--- src/rtl/reg_file_sweep_if.sv ---
// Register-file access bundle: write port, two read ports, clear request and busy status.
// The read data lines are combinational outputs of the register file (suffix _c).
interface reg_file_sweep_if #(
    parameter int unsigned WIDTH  = 8,
    parameter int unsigned ADDR_W = 3
);
    logic [WIDTH-1:0]  wdata;
    logic [ADDR_W-1:0] waddr;
    logic              we;
    logic [ADDR_W-1:0] raddr1;
    logic [ADDR_W-1:0] raddr2;
    logic              clear;
    logic [WIDTH-1:0]  rdata1_c;
    logic [WIDTH-1:0]  rdata2_c;
    logic              busy;

    modport master (
        output wdata, waddr, we, raddr1, raddr2, clear,
        input  rdata1_c, rdata2_c, busy
    );

    modport slave (
        input  wdata, waddr, we, raddr1, raddr2, clear,
        output rdata1_c, rdata2_c, busy
    );
endinterface

--- src/rtl/reg_file_sweep.sv ---
// Register file with 1 write / 2 combinational read ports and a one-entry-per-cycle CLEAR sweep.
// Define REG_FILE_SWEEP_BYPASS_EN to forward same-cycle write data onto matching read ports.
module reg_file_sweep #(
    parameter int unsigned WIDTH    = 8,
    parameter int unsigned DEPTH    = 8,
    parameter bit          ZERO_REG = 1'b0
) (
    input  logic              clk_i,
    input  logic              rst_i,
    reg_file_sweep_if.slave   bus
);
    localparam int unsigned ADDR_W = $clog2(DEPTH);

    typedef enum logic {
        ST_IDLE  = 1'b0,
        ST_SWEEP = 1'b1
    } state_e;

    state_e            state_q;
    logic [ADDR_W-1:0] ptr_q;
    logic [ADDR_W-1:0] ptr_d;
    logic              busy_q;
    logic [WIDTH-1:0]  mem_q [DEPTH];
    logic              wr_ok_c;
    logic [WIDTH-1:0]  rd1_c;
    logic [WIDTH-1:0]  rd2_c;

    // Writes to the hardwired-zero entry are dropped at the source.
    assign wr_ok_c = bus.we && !(ZERO_REG && (bus.waddr == '0));
    assign ptr_d   = ptr_q + ADDR_W'(1);

    always_ff @(posedge clk_i or posedge rst_i) begin
        if (rst_i) begin
            state_q <= ST_IDLE;
            ptr_q   <= '0;
            busy_q  <= 1'b0;
            for (int i = 0; i < int'(DEPTH); i++) begin
                mem_q[i] <= '0;
            end
        end else begin
            case (state_q)
                ST_IDLE: begin
                    if (wr_ok_c) begin
                        mem_q[bus.waddr] <= bus.wdata;
                    end
                    if (bus.clear) begin
                        state_q <= ST_SWEEP;
                        ptr_q   <= '0;
                        busy_q  <= 1'b1;
                    end
                end
                ST_SWEEP: begin
                    // WRITE and CLEAR are ignored until the last entry is cleared.
                    mem_q[ptr_q] <= '0;
                    ptr_q        <= ptr_d;
                    if (ptr_q == ADDR_W'(DEPTH - 1)) begin
                        state_q <= ST_IDLE;
                        busy_q  <= 1'b0;
                    end
                end
                default: begin
                    state_q <= ST_IDLE;
                    busy_q  <= 1'b0;
                end
            endcase
        end
    end

    always_comb begin
        rd1_c = mem_q[bus.raddr1];
        rd2_c = mem_q[bus.raddr2];
        if (ZERO_REG && (bus.raddr1 == '0)) rd1_c = '0;
        if (ZERO_REG && (bus.raddr2 == '0)) rd2_c = '0;
`ifdef REG_FILE_SWEEP_BYPASS_EN
        if ((state_q == ST_IDLE) && wr_ok_c && (bus.raddr1 == bus.waddr)) rd1_c = bus.wdata;
        if ((state_q == ST_IDLE) && wr_ok_c && (bus.raddr2 == bus.waddr)) rd2_c = bus.wdata;
`else
`endif
    end

    assign bus.rdata1_c = rd1_c;
    assign bus.rdata2_c = rd2_c;
    assign bus.busy     = busy_q;
endmodule

--- src/flat_wrapper.sv ---
// flat-port wrapper written by rule: the top's interface ports become plain ports
module reg_file_sweep_flat 
#(
    parameter int unsigned WIDTH    = 8,
    parameter int unsigned DEPTH    = 8,
    parameter bit          ZERO_REG = 1'b0
)
  (clk_i, rst_i, bus_wdata, bus_waddr, bus_we, bus_raddr1, bus_raddr2, bus_clear, bus_rdata1_c, bus_rdata2_c, bus_busy);
  reg_file_sweep_if #(.WIDTH(WIDTH), .ADDR_W((3))) bus_i ();
  input  logic clk_i;
  input  logic rst_i;
  input wire logic [$bits(bus_i.wdata)-1:0] bus_wdata;
  input wire logic [$bits(bus_i.waddr)-1:0] bus_waddr;
  input wire logic [$bits(bus_i.we)-1:0] bus_we;
  input wire logic [$bits(bus_i.raddr1)-1:0] bus_raddr1;
  input wire logic [$bits(bus_i.raddr2)-1:0] bus_raddr2;
  input wire logic [$bits(bus_i.clear)-1:0] bus_clear;
  output wire logic [$bits(bus_i.rdata1_c)-1:0] bus_rdata1_c;
  output wire logic [$bits(bus_i.rdata2_c)-1:0] bus_rdata2_c;
  output wire logic [$bits(bus_i.busy)-1:0] bus_busy;
  assign bus_i.wdata = bus_wdata;
  assign bus_i.waddr = bus_waddr;
  assign bus_i.we = bus_we;
  assign bus_i.raddr1 = bus_raddr1;
  assign bus_i.raddr2 = bus_raddr2;
  assign bus_i.clear = bus_clear;
  assign bus_rdata1_c = bus_i.rdata1_c;
  assign bus_rdata2_c = bus_i.rdata2_c;
  assign bus_busy = bus_i.busy;
  reg_file_sweep #(.WIDTH(WIDTH), .DEPTH(DEPTH), .ZERO_REG(ZERO_REG)) u_core (.clk_i(clk_i), .rst_i(rst_i), .bus(bus_i));
endmodule
--- config.mk ---
export PLATFORM = sky130hd
export DESIGN_NAME = reg_file_sweep_flat
export DESIGN_NICKNAME = d
export VERILOG_FILES = /design/src/rtl/reg_file_sweep_if.sv /design/src/rtl/reg_file_sweep.sv /design/src/flat_wrapper.sv
export SDC_FILE = /design/constraint.sdc
export NUM_CORES = 1
export LEC_CHECK = 0
export BUFFER_PORTS_ARGS = -buffer_cell sky130_fd_sc_hd__buf_2
export CORE_MARGIN = 2
export CORE_UTILIZATION = 60
export CTS_CLUSTER_SIZE = 8
export DETAILED_ROUTE_END_ITERATION = 8
export GPL_TIMING_DRIVEN = 0
export PLACE_DENSITY = 0.79
export SLEW_MARGIN = 20
export SYNTH_ARGS = -nofsm -noshare
export SYNTH_HDL_FRONTEND = slang
export SYNTH_SLANG_ARGS = --single-unit
--- constraint.sdc ---
create_clock -name clk_i -period 3.9 [get_ports clk_i]
set_input_delay 0.975 -clock clk_i [delete_from_list [all_inputs] [get_ports clk_i]]
set_output_delay 0.975 -clock clk_i [all_outputs]
set_load 0.02 [all_outputs]
==> results of run 1 <==
[worst max-delay path, stage by stage]
cell and delay [ns]:
buf_2 0.19, clkbuf_1 0.53, mux4_1 0.41, mux2_2 0.31, buf_2 0.17
[per-layer routing]
layer,vias up,wire (um),share of wire,GRT usage
met2,90,4850,0.50,0.454
met1,1465,4190,0.43,0.376
met3,12,479,0.050,0.0571
li1,1246,-,-,-
met5,-,0,0,0
met4,0,133,0.014,0.101
[cell families after synthesis]
| logic type | Yosys count | synth area share |
|---|---|---|
| fa+ha+maj | 3 | 0.00923 |
| mux | 113 | 0.410 |
| flops | 69 | 0.425 |
| simple gates | 90 | 0.104 |
| buf+inv | 35 | 0.0474 |
| compound gates | 4 | 0.00523 |
[registers in the layout, indices dropped and copies added, names as in the netlist]
| signal | flops |
|---|---|
| u_core.ptr_q | 3 |
| u_core.bus.busy | 1 |
| u_core.mem_q | 64 |
| u_core.state_q | 1 |
[power by group through the flow]
stage | combinational [mW] | sequential, mW | clock, mW
6_report | 1.07 | 1.16 | 0.619
5_1_grt | 1.16 | 1.19 | 0.655
4_1_cts | 1.07 | 1.15 | 0.628
3_5_place_dp | 1.06 | 1.17 | 0
3_3_place_gp | 1.01 | 1.14 | 0
2_1_floorplan | 0.782 | 1.11 | 0
[cells in the mapped netlist]
library cell  instances  area [um^2]
mux2_2               17          191
nor2_2                1         6.26
o21ai_0               2         10.0
ha_1                  3         37.5
buf_12                2         40.0
inv_1                10         37.5
mux4_1               30          788
and3_1                1         6.26
nand2_2               1         6.26
buf_6                 2         22.5
mux2i_1              64          641
or4b_1                1         10.0
buf_2                 8         40.0
mux4_2                2         45.0
nand2_1              67          251
nand4_1               1         6.26
o22ai_1               1         6.26
nand4bb_1             3         33.8
clkbuf_1              7         26.3
nand2b_1              3         18.8
nand4b_1              3         26.3
nand3b_1              3         22.5
dfrtp_1              69         1730
nor3b_1               3         22.5
buf_1                 5         18.8
a21oi_1               1         5.00
nor2_1                3         11.3
buf_4                 1         7.51
[cell usage in the layout, fill, tap and decap left out, drive strengths merged]
cell type  Yosys  final
or4b           1      1
dfrtp         69     69
o22ai          1      1
nand4bb        3      3
nor2           4      4
clkinvlp       0      1
o21ai          2      2
nor3b          3      3
buf           18     50
and3           1      1
nand4          1      1
mux2          17     17
bufinv         0      1
ha             3      3
clkbuf         7     20
nand2         68     68
clkinv         0      1
mux2i         64     64
inv           10     10
nand4b         3      3
mux4          32     32
a21oi          1      1
nand2b         3      3
nand3b         3      3
[worst paths after layout]
kind	endpoint	from	depth (start not counted)	slack, ns
min reg2reg	u_core.mem_q[39]	u_core.mem_q[39]	2	0.54
max	bus_rdata2_c[5]	bus_raddr2[2]	5	0.35
max in group asynchronous	u_core.mem_q[58]	rst_i	3	2.73
max reg2reg	u_core.mem_q[18]	u_core.state_q	5	2.10
min in group asynchronous	u_core.ptr_q[2]	rst_i	2	0.63
min	u_core.mem_q[39]	u_core.mem_q[39]	2	0.54
[cell type report]
| type | instances | area, um^2 |
|---|---|---|
| well taps | 77 | 96.3 |
| inverters | 10 | 40.0 |
| clock inverters | 3 | 42.5 |
| clock buffers | 13 | 169 |
| plain buffers | 25 | 155 |
| repair buffers | 32 | 175 |
| multi-input cells | 210 | 2150 |
| flip-flops and latches | 69 | 1730 |
| fillers | 455 | 1910 |
==> flow_metrics.env, run 1 <==
export IMPL_status="complete, no violations"
export IMPL_ctsHoldBuffers=0
export IMPL_fp_row_count=29
export IMPL_dpl_cell_count=423
export IMPL_vias_per_cell=6.41
export IMPL_tritoncts="yes"
export IMPL_p_sw_mw=1.03
export IMPL_post_place_ws_ns=0.368
export IMPL_cts_sinks=69
export IMPL_core_mm2=0.00646
export IMPL_drt_iter0_markers=256
export IMPL_period_minus_slack_ns=3.55
export IMPL_area_delta_synth_final_pct=11.9
export IMPL_worst_clock_skew_ns=0.0128
export IMPL_yosys_register_bits=69
export IMPL_grt_pass1_wl_mm=15.0
export IMPL_min_path_type="reg2reg"
export IMPL_grt_max_degree=39
export IMPL_gp_congestion=0.781
export IMPL_mappedNetlistArea_mm2=0.00407
export IMPL_fin_ws_ns=0.346
export IMPL_hpwlAfterDp_mm=6.61
export IMPL_finalSetupViolations=0
export IMPL_drt_pass1_iterations=7
export IMPL_drive_above_1_share=0.227
export IMPL_fin_cells=439
export IMPL_drc=0
export IMPL_grt_overflow=0
export IMPL_power_internal_mw=1.82
export IMPL_num_vias=2813
export IMPL_post_cts_buffers=0
export IMPL_switching_share=0.362
export IMPL_die_w_um=86.3
export IMPL_pwr_share_clk=0.217
export IMPL_finalWirelength_mm=9.65
export IMPL_p_per_area_mw_per_mm2=626
export IMPL_num_io_pins=38
export IMPL_cts_root_buf="clkbuf_8"
export IMPL_n_antenna_cell=0
export IMPL_numCtsBuffers=9
export IMPL_p_leak_nw=2.38
export IMPL_vdd_ir_drop_worst_uv=407
export IMPL_wl_per_cell_um=22.0
export IMPL_rsz0062_at_grt="no"
export IMPL_clk_pin_slew_ns=0.07
export IMPL_relSlewSlack=0.539
export IMPL_placed_cell_area_mm2=0.00434
export IMPL_port_buffers=31
export IMPL_synth_net_count=338
export IMPL_hold_ws_ns=0.537
export IMPL_grt_pass1_vias=2828
export IMPL_nNetsFinal=381
export IMPL_cp_start_kind="primary input"
export IMPL_final_hold_violation_count=0
export IMPL_combPwrFrac=0.376
export IMPL_seqPwrFrac=0.407
export IMPL_cts_htree_levels=3
export IMPL_cts_buffer_depth=2
export IMPL_cts_resized_gates=0
export IMPL_syn_mean_instance_area_um2=12.9
export IMPL_synth_cells=314
export IMPL_fmax_mhz=281
export IMPL_stdcell_area_mm2=0.00455
export IMPL_die_area_mm2=0.00745
export IMPL_start_util=0.629
export IMPL_fin_util=0.705
export IMPL_track_usage=0.279
export IMPL_detail_route_antenna_nets=0
export IMPL_crit_fanout=10
export IMPL_cp_end_kind="output pin"
export IMPL_fin_crit_sh=0.911
export IMPL_insertion_delay_ns=0.35
export IMPL_crit_type="in2out"
export IMPL_worstMarginPinSlew_ns=0.690
export IMPL_slew_violations=0
export IMPL_ys_warnings_count=0
export IMPL_critical_path_arrival_ns=2.58
export IMPL_totalPowerFinal_mw=2.85
export IMPL_tns_ns=0
export IMPL_synthDistinctLibCells=28
export IMPL_antenna_found_initial=0
export IMPL_max_cap_viol_count=0
export IMPL_die_h_um=86.3
export IMPL_cp_required_ns=2.92
export IMPL_ys_seq_area_frac=0.425
(Power assumes the default switching activity.)
==> inputs of run 2 (changes only) <==
--- a/config.mk
+++ b/config.mk
@@ -6,12 +6,15 @@
 export NUM_CORES = 1
 export LEC_CHECK = 0
 export BUFFER_PORTS_ARGS = -buffer_cell sky130_fd_sc_hd__buf_2
+export CELL_PAD_IN_SITES_DETAIL_PLACEMENT = 0
+export CELL_PAD_IN_SITES_GLOBAL_PLACEMENT = 1
 export CORE_MARGIN = 2
-export CORE_UTILIZATION = 60
+export CORE_UTILIZATION = 53
 export CTS_CLUSTER_SIZE = 8
 export DETAILED_ROUTE_END_ITERATION = 8
 export GPL_TIMING_DRIVEN = 0
-export PLACE_DENSITY = 0.79
+export PLACE_DENSITY = 0.84
+export SKIP_CTS_REPAIR_TIMING = 1
 export SLEW_MARGIN = 20
 export SYNTH_ARGS = -nofsm -noshare
 export SYNTH_HDL_FRONTEND = slang
==> run 2 against run 1 <==
  * Combinational power is essentially flat
  * First-iteration DRC count shrank 53%
  * Sequential share of layout area shrank 0.31 points
  * Critical path depth is the same
  * Power grew 1.0%
  * Worst hold slack gained 0.0032 ns
  * Sequential power is essentially flat
  * Via count shrank 4.1%
  * Clock skew shrank 0.0025 ns
  * Critical path type unchanged
  * Highest routed layer unchanged
  * Flip-flop and latch count is the same
  * Global-route usage shrank 2.9 points
==> flow_metrics.env, run 2 (same netlist as run 1, synthesis figures left out) <==
export IMPL_p_per_area_mw_per_mm2=627
export IMPL_drive_above_1_share=0.229
export IMPL_crit_fanout=10
export IMPL_start_util=0.555
export IMPL_largest_register="u_core.mem_q"
export IMPL_numCtsBuffers=9
export IMPL_placed_cell_area_mm2=0.00437
export IMPL_cts_htree_levels=3
export IMPL_hold_ws_ns=0.541
export IMPL_grt_pass1_wl_mm=15.4
export IMPL_vdd_ir_drop_worst_uv=331
export IMPL_r2r_end="u_core.mem_q[18]"
export IMPL_totalPowerFinal_mw=2.88
export IMPL_cts_root_buf="clkbuf_8"
export IMPL_fmax_mhz=281
export IMPL_track_usage=0.250
export IMPL_drc=0
export IMPL_antenna_found_initial=0
export IMPL_cp_end_kind="output pin"
export IMPL_hold_depth=2
export IMPL_grt_max_degree=44
export IMPL_fin_cells=461
export IMPL_tritoncts="yes"
export IMPL_die_area_mm2=0.00839
export IMPL_r2r_start="u_core.state_q"
export IMPL_clk_pin_slew_ns=0.07
export IMPL_crit_type="in2out"
export IMPL_finalWirelength_mm=9.60
export IMPL_status="complete, no violations"
export IMPL_detail_route_antenna_nets=0
export IMPL_fp_row_count=31
export IMPL_tns_ns=0
export IMPL_port_buffers=31
export IMPL_grt_pass1_vias=2775
export IMPL_worstHoldStart="u_core.mem_q[34]"
export IMPL_worstMarginPinSlew_ns=0.650
export IMPL_insertion_delay_ns=0.36
export IMPL_largest_reg_flops=64
export IMPL_max_cap_viol_count=0
export IMPL_die_w_um=91.6
export IMPL_wl_per_cell_um=20.8
export IMPL_n_antenna_cell=0
export IMPL_stdcell_area_mm2=0.00459
export IMPL_area_delta_synth_final_pct=12.9
export IMPL_num_vias=2698
export IMPL_critical_path_arrival_ns=2.58
export IMPL_largestRegisters="u_core.mem_q x64, u_core.ptr_q x3"
export IMPL_layout_commonest_cell="dfrtp_1"
export IMPL_rrSetupSlack_ns=2.11
export IMPL_slew_violations=0
export IMPL_grt_overflow=0
export IMPL_period_minus_slack_ns=3.55
export IMPL_cp_start_kind="primary input"
export IMPL_p_leak_nw=2.38
export IMPL_cts_buffer_depth=2
export IMPL_core_mm2=0.00733
export IMPL_worst_clock_skew_ns=0.0104
export IMPL_relSlewSlack=0.566
export IMPL_reg2regPathDepth=5
export IMPL_nNetsFinal=381
export IMPL_mostFrequentLayoutCells="dfrtp_1, nand2_1, mux2i_1, buf_2, mux4_1"
export IMPL_whs_endpoint="u_core.mem_q[34]"
export IMPL_drt_pass1_iterations=4
export IMPL_rsz0062_at_grt="no"
export IMPL_vias_per_cell=5.85
export IMPL_dpl_cell_count=445
export IMPL_cp_required_ns=2.92
export IMPL_fin_crit_sh=0.911
export IMPL_min_path_type="reg2reg"
export IMPL_drt_iter0_markers=121
export IMPL_gp_congestion=0.796
export IMPL_final_hold_violation_count=0
export IMPL_die_h_um=91.6
export IMPL_num_io_pins=38
export IMPL_hpwlAfterDp_mm=6.66
export IMPL_finalSetupViolations=0
export IMPL_cts_sinks=69
==> run 2: worst max-delay path by stage <==
stage | to | cells after the start | startpoint | slack, ns
2_1_floorplan | bus_rdata2_c[1] | 4 | bus_raddr2[2] | 0.85
3_3_place_gp | u_core.mem_q[56] | 2 | rst_i | 0.29
3_5_place_dp | bus_rdata2_c[5] | 5 | bus_raddr2[2] | 0.34
4_1_cts | bus_rdata1_c[4] | 5 | bus_raddr1[2] | 0.34
5_1_grt | bus_rdata1_c[2] | 5 | bus_raddr1[2] | 0.28
6_report | bus_rdata2_c[5] | 5 | bus_raddr2[2] | 0.35
==> run 2: metrics by stage <==
stage                     setup WS (ns)  utilization
final                             0.346        0.626
after CTS                         0.337        0.626
after floorplan                   0.847            -
after global routing              0.278        0.626
after global placement            0.293        0.593
after detailed placement          0.345        0.596
==> run 2: final cells by class <==
cell class                 count  area, um^2
clock inverter                 7        97.6
timing repair buffer          32         175
inverter                      10        40.0
tap                           99         124
sequential                    69        1730
clock buffer                   9         124
buffer                        25         155
fill                         587        2740
multi-input combinational    210        2150
==> run 2: critical path, stage by stage <==
cell and delay, ns:
buf_2 0.19, clkbuf_1 0.51, mux4_1 0.42, mux2_2 0.31
buf_2 0.17
==> run 2: where the power goes <==
group          internal [mW]  switching [mW]  total (mW)
Clock                  0.363           0.298       0.661
Sequential             0.979           0.179        1.16
Combinational          0.490           0.566        1.06
==> run 2: routing by layer <==
layer | GRT usage | wire length [um]
met5 | 0 | 0
met4 | 0.0821 | 135
met3 | 0.0315 | 335
met2 | 0.403 | 4840
met1 | 0.353 | 4300
